===== src/rtl/uart_frame_pkg.sv =====
// rtl/uart_frame_pkg.sv - encodings and constants shared by the uart frame transmitter and receiver
package uart_frame_pkg;

  typedef enum logic [2:0] {
    ST_IDLE,
    ST_INIT,
    ST_OPT,
    ST_LEN,
    ST_DATA_WAIT,
    ST_DATA,
    ST_CSM
  } state_e;

  localparam logic [6:0]  INIT_PATTERN = 7'h7E;
  localparam int          CSM_BYTE_NUM = 4;
  localparam logic [31:0] CRC_POLY     = 32'h04C11DB7;
  localparam logic [31:0] CRC_INIT     = 32'hFFFFFFFF;

endpackage


===== src/rtl/crc32_bit_serial.sv =====
// rtl/crc32_bit_serial.sv - MSB-first bit-serial CRC-32, clr reloads the seed
module crc32_bit_serial
  import uart_frame_pkg::*;
(
  input  logic        CLK,
  input  logic        RST_N,
  input  logic        clr,
  input  logic        bit_valid,
  input  logic        in_bit,
  output logic [31:0] crc
);

  logic [31:0] crc_q, crc_d;

  always_comb begin
    crc_d = crc_q;
    if (clr) begin
      crc_d = CRC_INIT;
    end else if (bit_valid) begin
      crc_d = {crc_q[30:0], 1'b0} ^ ((crc_q[31] ^ in_bit) ? CRC_POLY : 32'h0);
    end
  end

  always_ff @(posedge CLK or negedge RST_N) begin
    if (!RST_N) begin
      crc_q <= CRC_INIT;
    end else begin
      crc_q <= crc_d;
    end
  end

  assign crc = crc_q;

endmodule


===== src/rtl/uart_frame_tx.sv =====
// rtl/uart_frame_tx.sv - serial frame transmitter: init, opt, len, payload and CRC-32, one bit per clock
module uart_frame_tx
  import uart_frame_pkg::*;
#(
  parameter int BYTE_SIZE  = 8,
  parameter int INIT_WIDTH = 7,
  parameter int GAP_MAX    = 255
) (
  input  logic                 CLK,
  input  logic                 RST_N,
  input  logic                 start_valid,
  output logic                 start_ready,
  input  logic [BYTE_SIZE-1:0] opt,
  input  logic [BYTE_SIZE-1:0] len,
  input  logic                 data_valid,
  output logic                 data_ready,
  input  logic [BYTE_SIZE-1:0] data,
  output logic                 out_bit,
  output logic                 out_en,
  output logic                 busy,
  output logic                 done,
  output logic                 err
);

  localparam int CNT_W = $clog2((INIT_WIDTH > BYTE_SIZE ? INIT_WIDTH : BYTE_SIZE) + 1);
  localparam int GAP_W = $clog2(GAP_MAX + 1);
  localparam logic [CNT_W-1:0] BIT_LAST  = CNT_W'(BYTE_SIZE);
  localparam logic [CNT_W-1:0] INIT_LAST = CNT_W'(INIT_WIDTH - 1);
  localparam logic [GAP_W-1:0] GAP_LAST  = GAP_W'(GAP_MAX - 1);
  localparam logic [1:0]       CSM_LAST  = 2'(CSM_BYTE_NUM - 1);

  state_e                state_q, state_d;
  logic [CNT_W-1:0]      cnt_q, cnt_d;
  logic [INIT_WIDTH-1:0] init_sr_q, init_sr_d;
  logic [BYTE_SIZE-1:0]  byte_q, byte_d;
  logic [BYTE_SIZE-1:0]  len_q, len_d;
  logic [BYTE_SIZE-1:0]  data_cnt_q, data_cnt_d;
  logic [31:0]           csm_sr_q, csm_sr_d;
  logic [1:0]            csm_idx_q, csm_idx_d;
  logic [GAP_W-1:0]      gap_q, gap_d;
  logic                  out_bit_q, out_bit_d;
  logic                  out_en_q, out_en_d;
  logic                  done_q, done_d;
  logic                  err_q, err_d;

  logic        start_acc, data_acc, byte_last, data_final;
  logic        crc_bit_valid;
  logic [31:0] crc;

  assign start_ready = (state_q == ST_IDLE);
  assign start_acc   = start_valid && start_ready;
  assign byte_last   = (cnt_q == BIT_LAST);
  assign data_final  = (data_cnt_q == len_q);

  always_comb begin
    data_ready = 1'b0;
    if (state_q == ST_DATA_WAIT) begin
      data_ready = 1'b1;
    end else if (byte_last && (state_q == ST_LEN || (state_q == ST_DATA && !data_final))) begin
      data_ready = 1'b1;
    end
  end

  assign data_acc = data_valid && data_ready;

  // The line bit itself feeds the CRC, so only the data bits of opt/len/payload count.
  assign crc_bit_valid = (state_q == ST_OPT || state_q == ST_LEN || state_q == ST_DATA) &&
                         (cnt_q != '0);

  crc32_bit_serial u_crc (
    .CLK       (CLK),
    .RST_N     (RST_N),
    .clr       (start_acc),
    .bit_valid (crc_bit_valid),
    .in_bit    (out_bit_q),
    .crc       (crc)
  );

  always_comb begin
    state_d    = state_q;
    cnt_d      = cnt_q;
    init_sr_d  = init_sr_q;
    byte_d     = byte_q;
    len_d      = len_q;
    data_cnt_d = data_cnt_q;
    csm_sr_d   = csm_sr_q;
    csm_idx_d  = csm_idx_q;
    gap_d      = gap_q;
    done_d     = 1'b0;
    err_d      = 1'b0;
    out_bit_d  = 1'b1;
    out_en_d   = 1'b0;

    unique case (state_q)
      ST_IDLE: begin
        if (start_acc) begin
          if (len != '0) begin
            state_d    = ST_INIT;
            cnt_d      = '0;
            init_sr_d  = INIT_WIDTH'(INIT_PATTERN);
            byte_d     = opt;
            len_d      = len;
            data_cnt_d = '0;
            csm_idx_d  = '0;
          end else begin
            err_d = 1'b1;
          end
        end
      end
      ST_INIT: begin
        if (cnt_q == INIT_LAST) begin
          state_d = ST_OPT;
          cnt_d   = '0;
        end else begin
          cnt_d     = cnt_q + 1'b1;
          init_sr_d = init_sr_q << 1;
        end
      end
      ST_OPT, ST_LEN, ST_DATA: begin
        if (!byte_last) begin
          cnt_d = cnt_q + 1'b1;
          if (cnt_q != '0) begin
            byte_d = byte_q << 1;
          end
        end else if (state_q == ST_OPT) begin
          state_d = ST_LEN;
          cnt_d   = '0;
          byte_d  = len_q;
        end else if (state_q == ST_DATA && data_final) begin
          state_d = ST_CSM;
          cnt_d   = '0;
        end else if (data_acc) begin
          state_d    = ST_DATA;
          cnt_d      = '0;
          byte_d     = data;
          data_cnt_d = data_cnt_q + 1'b1;
          gap_d      = '0;
        end else begin
          state_d = ST_DATA_WAIT;
          gap_d   = '0;
        end
      end
      ST_DATA_WAIT: begin
        if (data_acc) begin
          state_d    = ST_DATA;
          cnt_d      = '0;
          byte_d     = data;
          data_cnt_d = data_cnt_q + 1'b1;
          gap_d      = '0;
        end else if (gap_q == GAP_LAST) begin
          state_d = ST_IDLE;
          err_d   = 1'b1;
        end else begin
          gap_d = gap_q + 1'b1;
        end
      end
      ST_CSM: begin
        // The CRC settles during the first CSM start bit; load it when leaving that bit.
        if (cnt_q != '0) begin
          csm_sr_d = csm_sr_q << 1;
        end else if (csm_idx_q == '0) begin
          csm_sr_d = crc;
        end
        if (!byte_last) begin
          cnt_d = cnt_q + 1'b1;
        end else if (csm_idx_q == CSM_LAST) begin
          state_d = ST_IDLE;
          done_d  = 1'b1;
        end else begin
          cnt_d     = '0;
          csm_idx_d = csm_idx_q + 1'b1;
        end
      end
      default: state_d = ST_IDLE;
    endcase

    out_en_d = (state_d != ST_IDLE);
    unique case (state_d)
      ST_INIT:                 out_bit_d = init_sr_d[INIT_WIDTH-1];
      ST_OPT, ST_LEN, ST_DATA: out_bit_d = (cnt_d == '0) ? 1'b0 : byte_d[BYTE_SIZE-1];
      ST_CSM:                  out_bit_d = (cnt_d == '0) ? 1'b0 : csm_sr_d[31];
      default:                 out_bit_d = 1'b1;
    endcase
  end

  always_ff @(posedge CLK or negedge RST_N) begin
    if (!RST_N) begin
      state_q    <= ST_IDLE;
      cnt_q      <= '0;
      init_sr_q  <= '0;
      byte_q     <= '0;
      len_q      <= '0;
      data_cnt_q <= '0;
      csm_sr_q   <= '0;
      csm_idx_q  <= '0;
      gap_q      <= '0;
      out_bit_q  <= 1'b1;
      out_en_q   <= 1'b0;
      done_q     <= 1'b0;
      err_q      <= 1'b0;
    end else begin
      state_q    <= state_d;
      cnt_q      <= cnt_d;
      init_sr_q  <= init_sr_d;
      byte_q     <= byte_d;
      len_q      <= len_d;
      data_cnt_q <= data_cnt_d;
      csm_sr_q   <= csm_sr_d;
      csm_idx_q  <= csm_idx_d;
      gap_q      <= gap_d;
      out_bit_q  <= out_bit_d;
      out_en_q   <= out_en_d;
      done_q     <= done_d;
      err_q      <= err_d;
    end
  end

  assign out_bit = out_bit_q;
  assign out_en  = out_en_q;
  assign busy    = (state_q != ST_IDLE);
  assign done    = done_q;
  assign err     = err_q;

endmodule

===== config.mk =====
export PLATFORM = sky130hd
export DESIGN_NAME = uart_frame_tx
export DESIGN_NICKNAME = d
export VERILOG_FILES = /design/src/rtl/uart_frame_pkg.sv /design/src/rtl/crc32_bit_serial.sv /design/src/rtl/uart_frame_tx.sv
export SDC_FILE = /design/constraint.sdc
export NUM_CORES = 1
export LEC_CHECK = 0
export ABC_AREA = 0
export CORE_UTILIZATION = 47
export DETAILED_ROUTE_END_ITERATION = 10
export HOLD_SLACK_MARGIN = 0.1
export PLACE_DENSITY = 0.7
export REMOVE_ABC_BUFFERS = 1
export SYNTH_ARGS = -nofsm -noshare
export SYNTH_HDL_FRONTEND = slang
export SYNTH_SLANG_ARGS = --single-unit

===== constraint.sdc =====
create_clock -name CLK -period 2.7 [get_ports CLK]
set_clock_uncertainty 0.1 [all_clocks]
set_input_delay 0.54 -clock CLK [delete_from_list [all_inputs] [get_ports CLK]]
set_output_delay 0.54 -clock CLK [all_outputs]
set_load 0.01 [all_outputs]

==> flow_metrics.py <==
metrics = {
    "yosys": {
        "ys_seq_area_share_pct": 48.3,
        "synth_seq_cells": 115,
        "netlist_instances": 657,
        "synth-edff-count": 0,
        "netlist_area_sq_mm": 0.00605,
        "synthFlopType": "dfrtp_1",
        "synth.distinct_cells": 65,
        "synthArstFlopShare_pct": 100,
        "avgSynthCellArea_sq_um": 9.20,
        "yosysWarnings": 0,
    },
    "route": {
        "drt-pass1-iter-count": 5,
        "antenna_left": 0,
        "post_drt_wl_per_cell_microns": 17.1,
        "viasPerCell": 5.81,
        "drc_errors": 0,
        "dr.first_iter.drc_count": 444,
        "vias": 5427,
        "routed_wl_microns": 16000,
    },
    "worst_setup_path": {
        "critPathCaptureType": "flip-flop",
        "cp.depth": 11,
        "cp_slowest_cell": "or4_4",
        "path_delay_family": "compound AO/OA/AOI/OAI gates",
        "rr_worst_depth": 11,
        "crit_required_ps": 2930,
        "critPathMaxFanout": 6,
        "path_cells": "inv_2 -> ha_4 -> nand3b_1 -> buf_4 -> buf_6 -> a211oi_4 -> nor2_4 -> a311oi_1 -> o31ai_1 -> or4_4 -> o2bb2ai_2",
        "cpPeakStageDelay_ps": 550,
        "worstPathArrival_ps": 2910,
        "worst-setup-path-type": "flip-flop to flip-flop",
        "path_buf_inv": 3,
        "start_kind": "flip-flop",
    },
    "power": {
        "peakVddDrop_v": 0.000575,
        "switching_share_pct": 35.1,
        "cellPowerDensity_mw_per_mm2": 1010,
        "power.share.clock_pct": 27.9,
        "p_leak_nw": 3.41,
        "switching_power_mw": 2.72,
        "sequentialPowerShare_pct": 32.7,
        "comb_power_share_pct": 39.4,
        "totalPowerFinal_mw": 7.76,
        "p_int_mw": 5.04,
    },
    "job": {
        "drv_cap": 0,
    },
    "placement": {
        "pre_cts_slack_ps": -273,
        "port_buffers": 34,
        "gp_congestion": 0.924,
        "dpl_cell_area_sq_mm": 0.00693,
        "dp.cells": 886,
        "dp_hpwl_microns": 10300,
    },
    "clock_network": {
        "root_buffer": "clkbuf_16",
        "cts.sinks": 115,
        "insertion_delay_ps": 410,
        "cts_buffers": 17,
        "clk_pin_slew_ps": 50,
        "htreeDepth": 4,
        "clk_path_buf_depth": 2,
        "cts_tree": "done",
    },
    "final_layout": {
        "fin_area_sq_mm": 0.00772,
        "fin_util_pct": 61.4,
        "antenna_cells": 0,
        "synthToLayoutAreaGrowth_pct": 27.7,
        "stdcell_count": 934,
        "nNetsFinal": 787,
        "drive_gt1_share_pct": 24.3,
    },
    "global_routing": {
        "antenna_found_initial": 0,
        "grt_pass1_wl_microns": 25600,
        "grt_use_met1_pct": 31.3,
        "grtUsageMet3_pct": 6.80,
        "overflow": 0,
        "grt.total_usage_pct": 25.0,
        "top_usage_layer": "met2",
        "grt_pass1_vias": 5103,
        "grt_use_met2_pct": 41.3,
        "grt_max_degree": 116,
    },
    "sta": {
        "hold_viol": 0,
        "timing.fmax_mhz": 374,
        "slew_viol_final": 0,
        "worst_slack_ps": 24.3,
        "rsz0062_at_grt": "true",
        "final.setup.tns_ps": 0,
        "hold_slack_ps": 70.1,
        "tightest_slew_ps": 631,
        "relSlewSlack_pct": 57.9,
        "report.final.setup_viol": 0,
        "period_needed_ps": 2680,
        "final.period_utilization_pct": 99.1,
    },
    "floorplanning": {
        "dieWidth_microns": 115,
        "core_area_sq_mm": 0.0126,
        "dieArea_sq_mm": 0.0133,
        "start_util_pct": 48.1,
        "rows": 41,
        "num_io_pins": 35,
        "fp.dieH_microns": 115,
    },
    "hold_path": {
        "hold_path.class": "input pin to async pin",
    },
    "run_status": {
        "outcome": "finished, final reports clean",
    },
}
## power groups by stage
stage | clock network (mW) | registers (mW) | logic [mW]
CTS | 2.19 | 2.54 | 2.87
finish | 2.17 | 2.54 | 3.06
global placement | 0 | 2.54 | 2.73
detailed placement | 0 | 2.56 | 2.79
global route | 2.29 | 2.59 | 3.33
floorplan | 0 | 2.50 | 1.75
## timing repair
action / in CTS / in global routing
resized for setup: 15 / 18
buffers inserted: 7 / 9
pin swaps: 3 / 13
setup endpoints to repair: 3 / 9
hold buffers: 0 / 0
## synth_stat cells, types with 5 or more instances
cell / number / area (sq um)
nand3_1: 29 / 145
a211oi_1: 5 / 37.5
o22ai_1: 41 / 257
and3_1: 6 / 37.5
ha_1: 10 / 125
o21ai_0: 28 / 140
a31oi_1: 11 / 68.8
nand4_1: 6 / 37.5
nor2_1: 62 / 233
nor3_1: 8 / 40.0
xor2_1: 16 / 140
or3_1: 5 / 31.3
o211ai_1: 15 / 113
dfrtp_1: 82 / 2050
a22oi_1: 6 / 45.0
o31ai_1: 5 / 37.5
dfstp_2: 33 / 867
xnor2_1: 13 / 114
buf_2: 5 / 25.0
mux2_2: 9 / 101
nand2_1: 81 / 304
clkbuf_1: 27 / 101
buf_1: 5 / 18.8
a21oi_1: 56 / 280
inv_1: 24 / 90.1
nand2b_1: 6 / 37.5
## cell families (layout without fill, tap and decap cells)
family	count (synthesis)	in the layout	synth area share [%]
and+or+nand+nor	230	230	18.0
AOI/OAI and AO/OA	195	195	20.7
DFF	115	115	48.3
buffers and inverters	66	171	4.63
xor gates and xnor gates	29	29	4.20
muxes	12	12	2.19
adders and majority gates	10	10	2.07
## layer usage
layer,vias up,part of all wire (%)
met3,47,4.9
li1,2542,-
met2,191,50
met4,0,2.5
met5,-,0
met1,2647,43
## cell type report
type | count | area (sq um)
clock buffer | 23 | 468
timing repair buffer | 114 | 971
inverter | 25 | 93.8
tap | 172 | 215
fill | 1071 | 4850
multi-input combinational | 476 | 2950
sequential | 115 | 2920
clock inverter | 9 | 105
## sequential cells by signal, summed over array words and instances, names as in the netlist
name / cells
csm_sr_q: 32
u_crc.crc: 32
byte_q: 8
data_cnt_q: 8
gap_q: 8
len_q: 8
init_sr_q: 6
cnt_q: 4
state_q: 3
csm_idx_q: 2
done: 1
err: 1
out_bit: 1
out_en: 1
## final timing paths
kind / start / end / slack, ps
max in group asynchronous: RST_N / data_cnt_q[5] / 1890
max reg2reg: cnt_q[1] / out_bit / 20
min in group CLK: gap_q[7] / gap_q[7] / 380
min reg2reg: gap_q[7] / gap_q[7] / 380
max: cnt_q[1] / out_bit / 20
min: RST_N / csm_sr_q[9] / 70
## cells in the final DEF, fill, tap and decap left out, drive strengths merged, types with 5 or more instances in the layout
cell	n
ha	10
inv	25
nor2	64
mux2	10
clkbuf	23
xnor2	13
nand4	6
o22ai	41
buf	81
or3	5
nand3	29
dfstp	33
or2	5
clkdlybuf4s50	30
nor3	8
o211ai	15
o21ai	32
nand2b	6
a211oi	6
dfrtp	82
a31oi	12
nand2	81
xor2	16
o31ai	6
a21oi	56
a22oi	6
and3	6
(Power assumes the default switching activity.)
